==> src/rtl/mult_pkg.sv <==
// Shared definitions for the shift-and-add multiplier: FSM encoding and the
// default operand width.
package mult_pkg;

  localparam int DEFAULT_WIDTH = 16;

  typedef enum logic [1:0] {
    ST_IDLE = 2'd0,
    ST_CALC = 2'd1,
    ST_DONE = 2'd2
  } state_t;

endpackage : mult_pkg

==> src/rtl/mult_datapath.sv <==
// Operand/partial-product registers, WIDTH+1-bit adder, right shifter,
// iteration counter and the product output register of the multiplier.
module mult_datapath
  import mult_pkg::*;
#(
  parameter int WIDTH = DEFAULT_WIDTH,
  localparam int CW   = $clog2(WIDTH) + 1
) (
  input  logic               clk,
  input  logic               rst,
  input  logic               load_i,
  input  logic               step_i,
  input  logic               last_i,
  input  logic [WIDTH-1:0]   a_i,
  input  logic [WIDTH-1:0]   b_i,
  output logic [CW-1:0]      cnt_o,
  output logic [2*WIDTH-1:0] product_o
);

  logic [WIDTH-1:0]   a_q, a_d;
  logic [2*WIDTH-1:0] p_q, p_d;
  logic [CW-1:0]      cnt_q, cnt_d;
  logic [2*WIDTH-1:0] product_q, product_d;

  logic [WIDTH:0]     sum;
  logic [2*WIDTH-1:0] p_shift;

  // The carry out of the upper-half add becomes the new MSB after the shift,
  // so no product bit is lost even for all-ones operands.
  always_comb begin
    sum     = {1'b0, p_q[2*WIDTH-1:WIDTH]} + (p_q[0] ? {1'b0, a_q} : '0);
    p_shift = {sum, p_q[WIDTH-1:1]};
  end

  always_comb begin
    a_d       = a_q;
    p_d       = p_q;
    cnt_d     = cnt_q;
    product_d = product_q;
    if (load_i) begin
      a_d   = a_i;
      p_d   = {{WIDTH{1'b0}}, b_i};
      cnt_d = '0;
    end else if (step_i) begin
      p_d   = p_shift;
      cnt_d = cnt_q + 1'b1;
      if (last_i) begin
        product_d = p_shift;
      end
    end
  end

  always_ff @(posedge clk) begin
    if (rst) begin
      a_q       <= '0;
      p_q       <= '0;
      cnt_q     <= '0;
      product_q <= '0;
    end else begin
      a_q       <= a_d;
      p_q       <= p_d;
      cnt_q     <= cnt_d;
      product_q <= product_d;
    end
  end

  assign cnt_o     = cnt_q;
  assign product_o = product_q;

endmodule : mult_datapath

==> src/rtl/shift_add_multiplier.sv <==
// Sequential unsigned WIDTH x WIDTH multiplier: one shift-add step per cycle,
// sequenced by a three-state FSM; state is exported on state_dbg.
module shift_add_multiplier
  import mult_pkg::*;
#(
  parameter int WIDTH = DEFAULT_WIDTH
) (
  input  logic               clk,
  input  logic               rst,
  input  logic               start,
  input  logic [WIDTH-1:0]   multiplicand,
  input  logic [WIDTH-1:0]   multiplier,
  output logic               busy,
  output logic               done,
  output logic [2*WIDTH-1:0] product,
  output logic [1:0]         state_dbg
);

  localparam int CW = $clog2(WIDTH) + 1;
  localparam logic [CW-1:0] LAST_ITER = CW'(WIDTH - 1);

  // Handshake: a request is taken on any rising edge where start=1 and
  // busy=0; operands are captured on that edge. start is ignored while busy.
  // done is a one-cycle pulse with product already valid in that cycle.

  state_t        state_q, state_d;
  logic          load, step, last;
  logic [CW-1:0] cnt;

  always_ff @(posedge clk) begin
    if (rst) begin
      state_q <= ST_IDLE;
    end else begin
      state_q <= state_d;
    end
  end

  always_comb begin
    state_d = state_q;
    load    = 1'b0;
    step    = 1'b0;
    last    = 1'b0;
    case (state_q)
      ST_IDLE: begin
        if (start) begin
          load    = 1'b1;
          state_d = ST_CALC;
        end
      end
      ST_CALC: begin
        step = 1'b1;
        if (cnt == LAST_ITER) begin
          last    = 1'b1;
          state_d = ST_DONE;
        end
      end
      ST_DONE: begin
        state_d = ST_IDLE;
      end
      default: begin
        state_d = ST_IDLE;
      end
    endcase
  end

  mult_datapath #(
    .WIDTH (WIDTH)
  ) u_datapath (
    .clk       (clk),
    .rst       (rst),
    .load_i    (load),
    .step_i    (step),
    .last_i    (last),
    .a_i       (multiplicand),
    .b_i       (multiplier),
    .cnt_o     (cnt),
    .product_o (product)
  );

  assign busy      = (state_q != ST_IDLE);
  assign done      = (state_q == ST_DONE);
  assign state_dbg = state_q;

endmodule : shift_add_multiplier

==> config.mk <==
export PLATFORM = sky130hd
export DESIGN_NAME = shift_add_multiplier
export DESIGN_NICKNAME = d
export VERILOG_FILES = /design/src/rtl/mult_pkg.sv /design/src/rtl/mult_datapath.sv /design/src/rtl/shift_add_multiplier.sv
export SDC_FILE = /design/constraint.sdc
export NUM_CORES = 1
export LEC_CHECK = 0
export ABC_CLOCK_PERIOD_IN_PS = 4260
export CAP_MARGIN = 5
export CORE_ASPECT_RATIO = 2
export CORE_MARGIN = 5
export CORE_UTILIZATION = 40
export DETAILED_ROUTE_END_ITERATION = 16
export PLACE_DENSITY = 0.61
export REMOVE_ABC_BUFFERS = 1
export SYNTH_ARGS = -nofsm -noshare
export SYNTH_HDL_FRONTEND = slang
export SYNTH_SLANG_ARGS = --single-unit
==> constraint.sdc <==
create_clock -name clk -period 4.26 [get_ports clk]
set_input_delay 1.065 -clock clk [delete_from_list [all_inputs] [get_ports clk]]
set_output_delay 1.065 -clock clk [all_outputs]
set_load 0.005 [all_outputs]
==> qor.yml, run 1 <==
synth:
  postSynthCellCount: 520
  synth-edff-count: 0
  syn_area_per_cell_um2: 8.08
  netlist_area_um2: 4200
  synth_seq_area_share_pct: 41.4
  synth_flop_cell: "dfxtp_1"
  synth-async-reset-ratio_pct: 0
  synth.area.top_cells: "dfxtp_1 41%, nand2_1 11%, a21oi_1 10%"
  synth_cell_type_count: 54
  yosys_warnings: 0
  synth_top_area_share_pct: 41.4
  ys_seq_elements: 87
  yosys.area.top_type: "dfxtp_1"
cells_and_area:
  drive_above_1_share_pct: 5.87
  diodes: 0
  final_cell_mix: "125 x nand2_1, 87 x dfxtp_1, 85 x a21oi_1"
  seq_area_um2: 1740
  final_nets: 628
  final_common_cell: "nand2_1"
  area_delta_synth_final_pct: 24.5
  design_area_um2: 5230
  fillers: 1070
  multi_input_area_um2: 2260
worst_setup_path:
  cpMaxStageDelayCell: "or4_1"
  reg2regPathDepth: 9
  cpPeakStageDelay_ns: 0.61
  worstPathMaxFanout: 17
  path_cells: "clkdlybuf4s50_1 -> nand2_1 -> nand2_1 -> or4_1 -> nand3_1"
  path_class: "in -> reg"
  required_ns: 4.53
  path_buf_inv: 1
  arrival_ns: 3.19
  crit_family: "simple AND/OR/NAND/NOR gates"
  rr_startpoint: "u_datapath.p_q[0]$_SDFFE_PP0P_"
  setup.worst_path.end_class: "flop"
  cp_common_cell: "nand2_1"
  start_kind: "input port"
  cp.depth: 5
  crit_start: "start"
die:
  rows: 53
  die_w_um: 82.5
  die_area_um2: 12800
  ios: 71
  die_h_um: 155
  fp.coreArea_um2: 10400
  start_util_pct: 40.4
clock_tree:
  h-tree-depth: 3
  clk_pin_slew_worst_paths_ns: 0.06
  hold_buffers: 0
  cts_buffers: 9
  post_cts_resized: 0
  clk_latency_ns: 0.33
  clockRootBuffer: "clkbuf_16"
  cts_sinks: 87
  cts_tree: "yes"
  cts_setup_buffers: 0
  ctsLongestPathBuffers: 2
route:
  drt-vias-per-instance: 5.32
  dr.pass1.iters: 4
  routed_wl_um: 11300
  drt-initial-drc-count: 142
  drc_errors: 0
  postRouteAntennaNets: 0
  vias: 3811
  routedWlPerCell_um: 15.8
grt:
  antenna_found_initial: 0
  grt_pass1_wl_um: 18400
  grt_overflow: 0
  grt_pass1_vias: 3904
  grt_max_degree: 66
  grtUsageTotal_pct: 18.6
timing:
  fmaxAchievable_mhz: 343
  setup_tns_ns: 0
  rsz0062_at_grt: "no"
  setup-violations-final: 0
  relSlewSlack_pct: 41.6
  final-hold-violation-count: 0
  min_period_ns: 2.91
  maxSlewViolCount: 0
  fin_crit_sh_pct: 68.4
  worst_pin_slew_ns: 0.875
  skew_ns: 0.00831
placement:
  place_area_um2: 4940
  globalplace.congestion: 0.939
  numPortBuffers: 70
  dp_hpwl_um: 8110
power:
  power_density_nw_per_um2: 341
  ir_drop_v: 0.000240
  leakagePower_nw: 1.98
hold_path:
  hold_depth: 2
  min_from: "u_datapath.a_q[5]$_SDFFE_PP0P_"
  hp-class: "reg -> reg"
status:
  outcome: "finished clean"
run:
  cap_violations: 0
==> routing by layer <==
| metal | part of all wire (%) | GRT usage, % | up-vias | routed length [um] |
|---|---|---|---|---|
| li1 | - | - | 1916 | - |
| met1 | 39 | 20.2 | 1774 | 4400 |
| met2 | 54 | 32.4 | 88 | 6090 |
| met3 | 2.9 | 3.36 | 33 | 332 |
| met4 | 4.2 | 10.9 | 0 | 474 |
| met5 | 0 | 0 | - | 0 |
==> per-stage QoR <==
stage / cells / hold WS [ns] / worst slack (ns) / total power [W] / utilization [%]
2_1_floorplan: 488 / 0.426 / 0.877 / 0.000944 / -
3_3_place_gp: 700 / 0.437 / 1.01 / 0.00102 / 47.4
3_5_place_dp: 700 / 0.443 / 0.959 / 0.00102 / 47.4
4_1_cts: 716 / 0.452 / 1.31 / 0.00180 / 50.3
5_1_grt: 716 / 0.470 / 1.18 / 0.00186 / 50.3
6_report: 716 / 0.450 / 1.35 / 0.00178 / 50.3
==> where the power goes <==
part	total, W	internal [W]	switching (W)
clock network	0.000779	0.000470	0.000309
registers	0.000856	0.000838	0.0000181
logic	0.000149	0.0000627	0.0000866
total	0.00178	0.00137	0.000413
==> Yosys cell counts (2+ instances only) <==
cell	n
a22o_1	2
nand3_1	13
nor2_1	26
dfxtp_1	87
nand4_1	5
or4_1	2
inv_1	9
a31oi_1	2
a211oi_2	3
xnor2_1	6
or2b_1	2
ha_1	18
a22oi_1	17
o21ai_0	14
a32o_1	2
xor2_1	4
o22a_1	2
clkbuf_1	18
a21o_1	3
o22ai_1	2
nand2b_1	2
o21a_1	5
mux2i_1	2
nand2_1	125
a21oi_1	85
and2_1	18
a211oi_1	5
buf_6	3
buf_4	2
buf_2	7
nor3_1	3
and3_1	3
nor2b_1	2
==> cells by family (layout without fill, tap and decap cells) <==
family          after synthesis  in the layout  synth area share [%]
compound gates              154            154                  23.3
xor+xnor                     10             10                  2.08
fa+ha+maj                    19             19                  5.84
buf+inv                      41            100                  4.85
flops                        87             87                  41.4
mux                           2              2                 0.476
simple gates                207            207                  22.0
==> flip-flops by register name, indices dropped and copies added, names as in the netlist <==
signal	flops
state_dbg	2
u_datapath.a_q	16
u_datapath.p_q	32
u_datapath.product_o	32
u_datapath.cnt_o	5
==> worst min-delay path, delay by kind of cell, from the launching register on <==
family           cells  cell delay, ns
flip-flops           1            0.30
AND/OR/NAND/NOR      1            0.05
AO/OA/AOI/OAI        1            0.05
==> final cells by class <==
type	count	share of cell area, %
Clock buffer	13	4.78
Clock inverter	3	0.813
Inverter	9	0.646
Multi-Input combinational cell	392	43.2
Sequential cell	87	33.3
Tap cell	137	3.28
Timing Repair Buffer	75	14.0
==> final timing paths <==
| check | endpoint | slack (ns) |
|---|---|---|
| max | u_datapath.p_q[28]$_SDFFE_PP0P_ | 1.35 |
| min | u_datapath.a_q[5]$_SDFFE_PP0P_ | 0.45 |
| max reg2reg | u_datapath.product_o[23]$_SDFFE_PP0P_ | 1.44 |
| min reg2reg | u_datapath.a_q[5]$_SDFFE_PP0P_ | 0.45 |
(Power assumes the default switching activity.)
==> inputs of run 2 (changes only) <==
--- a/config.mk
+++ b/config.mk
@@ -5,7 +5,7 @@
 export SDC_FILE = /design/constraint.sdc
 export NUM_CORES = 1
 export LEC_CHECK = 0
-export ABC_CLOCK_PERIOD_IN_PS = 4260
+export ABC_CLOCK_PERIOD_IN_PS = 2900
 export CAP_MARGIN = 5
 export CORE_ASPECT_RATIO = 2
 export CORE_MARGIN = 5
==> constraint.sdc (replaced) <==
create_clock -name clk -period 2.9 [get_ports clk]
set_input_delay 0.725 -clock clk [delete_from_list [all_inputs] [get_ports clk]]
set_output_delay 0.725 -clock clk [all_outputs]
set_load 0.005 [all_outputs]
==> run 2 against run 1 <==
Final area grew 2.0%. Global-route usage up 0.16 points. Die area did not move. Sequential share of layout area decreased by 0.66 points. Hold slack better by 0.0028 ns. Largest power group is now clock.
==> qor.yml, run 2 (synthesis results as in run 1) <==
power:
  power_density_nw_per_um2: 515  # +51%
  ir_drop_v: 0.000436  # +81%
  p_clk_share_pct: 45.9  # +2.2 points
  leakagePower_nw: 2.04  # +3.4%
  p_switching_w: 0.000633  # +53%
  sw_frac_of_total_pct: 23.0  # -0.13 points
  internal_power_w: 0.00212  # +54%
  pwr-share-seq_pct: 45.6  # -2.4 points
  pwr-share-comb_pct: 8.5  # about the same
cells_and_area:
  fillers: 1025  # -4.2%
  final_common_cell: "nand2_1"
  final_nets: 638  # +1.6%
  design_area_um2: 5340  # +2.0%
  final_cell_mix: "125 x nand2_1, 87 x dfxtp_1, 85 x a21oi_1"
  multi_input_area_um2: 2260  # unchanged
  area_delta_synth_final_pct: 27.0
  seq_area_um2: 1740  # unchanged
  diodes: 0  # unchanged
  drive_above_1_share_pct: 7.64  # +1.8 points
timing:
  maxSlewViolCount: 0  # unchanged
  rsz0062_at_grt: "no"
  fin_crit_sh_pct: 86.3
  relSlewSlack_pct: 39.7  # -1.9 points
  final-hold-violation-count: 0  # unchanged
  setup-violations-final: 0  # unchanged
  skew_ns: 0.00667  # -0.00164 ns
  min_period_ns: 2.50
  setup_tns_ns: 0  # unchanged
  fmaxAchievable_mhz: 400
  worst_pin_slew_ns: 0.904  # +0.0284 ns
grt:
  grt_pass1_vias: 3879  # -0.64%
  grt_pass1_wl_um: 18700  # +1.7%
  grt_overflow: 0  # unchanged
  antenna_found_initial: 0  # unchanged
  grt_max_degree: 66  # unchanged
  grtUsageTotal_pct: 18.8  # +0.16 points
die:
  die_h_um: 155  # unchanged
  die_w_um: 82.5  # unchanged
  ios: 71  # unchanged
  start_util_pct: 40.4  # unchanged
  die_area_um2: 12800  # unchanged
  fp.coreArea_um2: 10400  # unchanged
  rows: 53  # unchanged
route:
  drc_errors: 0  # unchanged
  routed_wl_um: 11400  # +0.77%
  routedWlPerCell_um: 15.7  # -0.62%
  drt-vias-per-instance: 5.29  # -0.63%
  vias: 3840  # +0.76%
  dr.pass1.iters: 4  # unchanged
  drt-initial-drc-count: 205  # +44%
  postRouteAntennaNets: 0  # unchanged
clock_tree:
  hold_buffers: 0  # unchanged
  clk_latency_ns: 0.34  # about the same
  cts_setup_buffers: 0  # unchanged
  clk_pin_slew_worst_paths_ns: 0.07  # about the same
  h-tree-depth: 3  # unchanged
  cts_buffers: 9  # unchanged
  post_cts_resized: 0  # unchanged
  cts_sinks: 87  # unchanged
  cts_tree: "yes"
  clockRootBuffer: "clkbuf_16"
  ctsLongestPathBuffers: 2  # unchanged
hold_path:
  hp-class: "reg -> reg"
placement:
  globalplace.congestion: 0.896  # -4.6%
  numPortBuffers: 70  # unchanged
  dp_hpwl_um: 8250  # +1.7%
  place_area_um2: 5010  # +1.5%
worst_setup_path:
  path_class: "reg -> reg"
  path_cells: "buf_4 -> and2_1 -> ha_1 -> o21a_1 -> nor2b_2 -> nand4_4 -> a2111oi_0 -> a311o_1"
  regToRegSetupSlack_ns: 0.40  # -1.04 ns
  worstPathMaxFanout: 13  # -4
  arrival_ns: 2.77  # -0.42 ns
  start_kind: "flop"
  cpPeakStageDelay_ns: 0.55  # -0.06 ns
  cpMaxStageDelayCell: "a2111oi_0"
  required_ns: 3.17  # -1.36 ns
  setup.worst_path.end_class: "flop"
status:
  outcome: "finished clean"
run:
  cap_violations: 0  # unchanged
==> run 2: cell types whose count changed in the layout (fill, tap and decap cells not counted), sizes merged <==
| cell | change |
|---|---|
| buf | +10 |
| bufinv | +1 |
| clkbuf | -1 |
| clkinvlp | -1 |
| inv | +1 |
==> run 2: cell type report <==
cell class,count,share of cell area [%]
sequential,87,32.6
clock inverter,4,1.45
timing repair buffer,85,15.1
inverter,9,0.633
multi-input combinational,392,42.3
clock buffer,12,4.62
tap,137,3.21
==> run 2: layer usage <==
| layer | global-route usage [%] | part of all wire [%] | up-vias |
|---|---|---|---|
| li1 | - | - | 1932 |
| met1 | 21.1 | 38 | 1795 |
| met2 | 33.1 | 55 | 85 |
| met3 | 3.19 | 3.9 | 28 |
| met4 | 8.80 | 3.4 | 0 |
| met5 | 0 | 0 | - |
==> run 2: through the flow <==
stage	power (W)	cells	setup WS [ns]	hold WS, ns	util (%)
2_1_floorplan	0.00139	488	-0.483	0.426	-
3_3_place_gp	0.00151	710	0.479	0.439	48.2
4_1_cts	0.00278	726	0.398	0.453	51.3
6_report	0.00275	726	0.398	0.453	51.3
5_1_grt	0.00285	726	0.244	0.464	51.3
3_5_place_dp	0.00152	710	0.454	0.444	48.2
==> run 2: power by group through the flow <==
stage,logic [W],registers [W],clock network (W)
after floorplan,0.000111,0.00128,0
after CTS,0.000237,0.00125,0.00129
final,0.000234,0.00125,0.00126
after global placement,0.000232,0.00128,0
after global routing,0.000258,0.00126,0.00134
after detailed placement,0.000236,0.00128,0
==> run 2: final timing paths <==
check	from	to	depth (start not counted)
max	u_datapath.p_q[0]$_SDFFE_PP0P_	u_datapath.p_q[27]$_SDFFE_PP0P_	8
min	u_datapath.product_o[25]$_SDFFE_PP0P_	u_datapath.product_o[25]$_SDFFE_PP0P_	2
max reg2reg	u_datapath.p_q[0]$_SDFFE_PP0P_	u_datapath.p_q[27]$_SDFFE_PP0P_	8
min reg2reg	u_datapath.product_o[25]$_SDFFE_PP0P_	u_datapath.product_o[25]$_SDFFE_PP0P_	2
==> run 2: worst max-delay path: cells and delay by family, from the launching register on <==
kind | cells | cell delay [ns]
flops | 1 | 0.33
compound gates | 3 | 0.96
buf+inv | 1 | 0.18
fa+ha+maj | 1 | 0.41
simple gates | 3 | 0.54
==> inputs of run 3 (changes only) <==
--- a/config.mk
+++ b/config.mk
@@ -5,9 +5,8 @@
 export SDC_FILE = /design/constraint.sdc
 export NUM_CORES = 1
 export LEC_CHECK = 0
-export ABC_CLOCK_PERIOD_IN_PS = 2900
+export ABC_CLOCK_PERIOD_IN_PS = 2800
 export CAP_MARGIN = 5
-export CORE_ASPECT_RATIO = 2
 export CORE_MARGIN = 5
 export CORE_UTILIZATION = 40
 export DETAILED_ROUTE_END_ITERATION = 16
==> constraint.sdc (replaced) <==
create_clock -name clk -period 2.8 [get_ports clk]
set_input_delay 0.7 -clock clk [delete_from_list [all_inputs] [get_ports clk]]
set_output_delay 0.7 -clock clk [all_outputs]
set_load 0.005 [all_outputs]
==> run 3 against run 2 <==
Critical path depth grew 1. Routed wire length shrank 1.5%. Sequential power grew 4%. Register-to-register slack lost 0.13 ns. Clock power shrank 26%. Total power shrank 10%. Critical path type unchanged. Highest routed layer unchanged.
==> qor.yml, run 3 (synthesis results as in run 1) <==
power:
  ir_drop_v: 0.000255  # -41%
  power_density_nw_per_um2: 474  # -7.9%
  pwr-share-seq_pct: 52.6  # +7.0 points
  sw_frac_of_total_pct: 26.8  # +3.8 points
  leakagePower_nw: 1.98  # -3.0%
  p_switching_w: 0.000664  # +4.7%
  power.total_w: 0.00247  # -10%
  p_clk_share_pct: 37.7  # -8.2 points
  pwr-share-comb_pct: 9.7  # +1.2 points
  internal_power_w: 0.00181  # -15%
timing:
  fmaxAchievable_mhz: 394  # -1.4%
  maxSlewViolCount: 0  # unchanged
  worst_pin_slew_ns: 0.850  # -0.0541 ns
  final-hold-violation-count: 0  # unchanged
  skew_ns: 0.0116  # +0.00494 ns
  rsz0062_at_grt: "no"
  setup_tns_ns: 0  # unchanged
  fin_crit_sh_pct: 90.6  # +4.3 points
  relSlewSlack_pct: 43.4  # +3.6 points
  setup-violations-final: 0  # unchanged
  min_period_ns: 2.54  # +0.0344 ns
clock_tree:
  post_cts_resized: 0  # unchanged
  clockRootBuffer: "clkbuf_8"
  clk_latency_ns: 0.35  # about the same
  hold_buffers: 0  # unchanged
  h-tree-depth: 3  # unchanged
  cts_sinks: 87  # unchanged
  cts_buffers: 9  # unchanged
  ctsLongestPathBuffers: 2  # unchanged
  clk_pin_slew_worst_paths_ns: 0.10  # +0.03 ns
  cts_tree: "yes"
  cts_setup_buffers: 0  # unchanged
worst_setup_path:
  path_buf_inv: 0  # -1
  path_class: "reg -> reg"
  required_ns: 3.03  # -0.14 ns
  crit_family: "compound AO/OA/AOI/OAI gates"
  cpPeakStageDelay_ns: 0.45  # -0.10 ns
  start_kind: "flop"
  cpMaxStageDelayCell: "fa_1"
  path_cells: "and2_1 -> ha_1 -> fa_1 -> a211oi_2 -> o21ai_2 -> a211o_2 -> o21ai_0 -> xor2_1 -> a21oi_1"
  worstPathMaxFanout: 9  # -4
  arrival_ns: 2.77  # about the same
  setup.worst_path.end_class: "flop"
route:
  postRouteAntennaNets: 0  # unchanged
  vias: 3800  # -1.0%
  drc_errors: 0  # unchanged
  drt-initial-drc-count: 138  # -33%
  dr.pass1.iters: 4  # unchanged
  drt-vias-per-instance: 5.25  # -0.77%
  routedWlPerCell_um: 15.5  # -1.3%
  routed_wl_um: 11200  # -1.5%
die:
  die_w_um: 113  # +36%
  die_area_um2: 12700  # -0.97%
  die_h_um: 113  # -27%
  start_util_pct: 40.9  # +0.53 points
  fp.coreArea_um2: 10300  # -1.3%
  ios: 71  # unchanged
  rows: 37  # -30%
cells_and_area:
  final_nets: 637  # -0.16%
  area_delta_synth_final_pct: 24.0
  seq_area_um2: 1740  # unchanged
  drive_above_1_share_pct: 7.65  # +0.013 points
  multi_input_area_um2: 2260  # unchanged
  fin_util_pct: 50.7  # -0.57 points
  final_cells: 724  # -0.28%
  final_common_cell: "nand2_1"
  fillers: 1054  # +2.8%
  final_cell_mix: "125 x nand2_1, 87 x dfxtp_1, 85 x a21oi_1"
  diodes: 0  # unchanged
placement:
  globalplace.congestion: 0.860  # -4.0%
  numPortBuffers: 70  # unchanged
  dp.cells: 708  # -0.28%
  dp_hpwl_um: 7970  # -3.4%
hold_path:
  hp-class: "reg -> reg"
status:
  outcome: "finished clean"
grt:
  grt_pass1_wl_um: 18100  # -3.1%
  antenna_found_initial: 0  # unchanged
  grt_overflow: 0  # unchanged
  grt_pass1_vias: 3672  # -5.3%
  grt_max_degree: 40  # -39%
  grtUsageTotal_pct: 17.3  # -1.4 points
run:
  cap_violations: 0  # unchanged
-- run 3: changes by cell type in the layout (fill, tap and decap cells not counted) --
cell | previous run | this run
clkbuf_8 | 1 | 9
bufinv_16 | 2 | 1
buf_4 | 15 | 14
clkbuf_1 | 2 | 1
inv_8 | 0 | 2
clkinvlp_4 | 0 | 1
clkbuf_16 | 9 | 0
-- run 3: cell type report --
type,instances,share of cell area (%)
flip-flops and latches,87,33.4
repair buffers,84,15.4
well taps,136,3.27
clock inverters,6,1.49
clock buffers,10,2.45
inverters,9,0.648
multi-input cells,392,43.4
-- run 3: worst min-delay path: stages (launching register included) --
cell and delay [ns]:
dfxtp_1 0.32, nand2_1 0.05, a21oi_1 0.05
-- run 3: metal layers --
| layer | global-route usage [%] | wire (um) | share of wire, % |
|---|---|---|---|
| met1 | 23.0 | 5270 | 47 |
| met2 | 28.6 | 5190 | 46 |
| met3 | 3.72 | 709 | 6.3 |
| met4 | 4.73 | 29 | 0.26 |
| met5 | 0 | 0 | 0 |
-- run 3: path summary, 6_finish.rpt --
check	slack, ns	cells past startpoint	endpoint	start
setup reg to reg	0.26	9	u_datapath.product_o[23]$_SDFFE_PP0P_	u_datapath.p_q[0]$_SDFFE_PP0P_
setup / recovery	0.26	9	u_datapath.product_o[23]$_SDFFE_PP0P_	u_datapath.p_q[0]$_SDFFE_PP0P_
hold reg to reg	0.45	2	u_datapath.a_q[1]$_SDFFE_PP0P_	u_datapath.a_q[1]$_SDFFE_PP0P_
hold / removal	0.45	2	u_datapath.a_q[1]$_SDFFE_PP0P_	u_datapath.a_q[1]$_SDFFE_PP0P_
-- run 3: metrics by stage --
stage | worst slack, ns | instance area, um2 | hold slack, ns
finish | 0.264 | 5210 | 0.453
global route | 0.0926 | 5210 | 0.474
CTS | 0.249 | 5210 | 0.457
detailed placement | 0.291 | 5010 | 0.443
global placement | 0.350 | 5010 | 0.439
floorplan | -0.583 | 4030 | 0.426
-- run 3: power by group through the flow --
stage          Combinational, W  Sequential, W  Clock, W
2_1_floorplan          0.000115        0.00132         0
3_3_place_gp           0.000236        0.00133         0
3_5_place_dp           0.000241        0.00133         0
4_1_cts                0.000242        0.00130  0.000967
5_1_grt                0.000265        0.00131   0.00101
6_report               0.000240        0.00130  0.000932
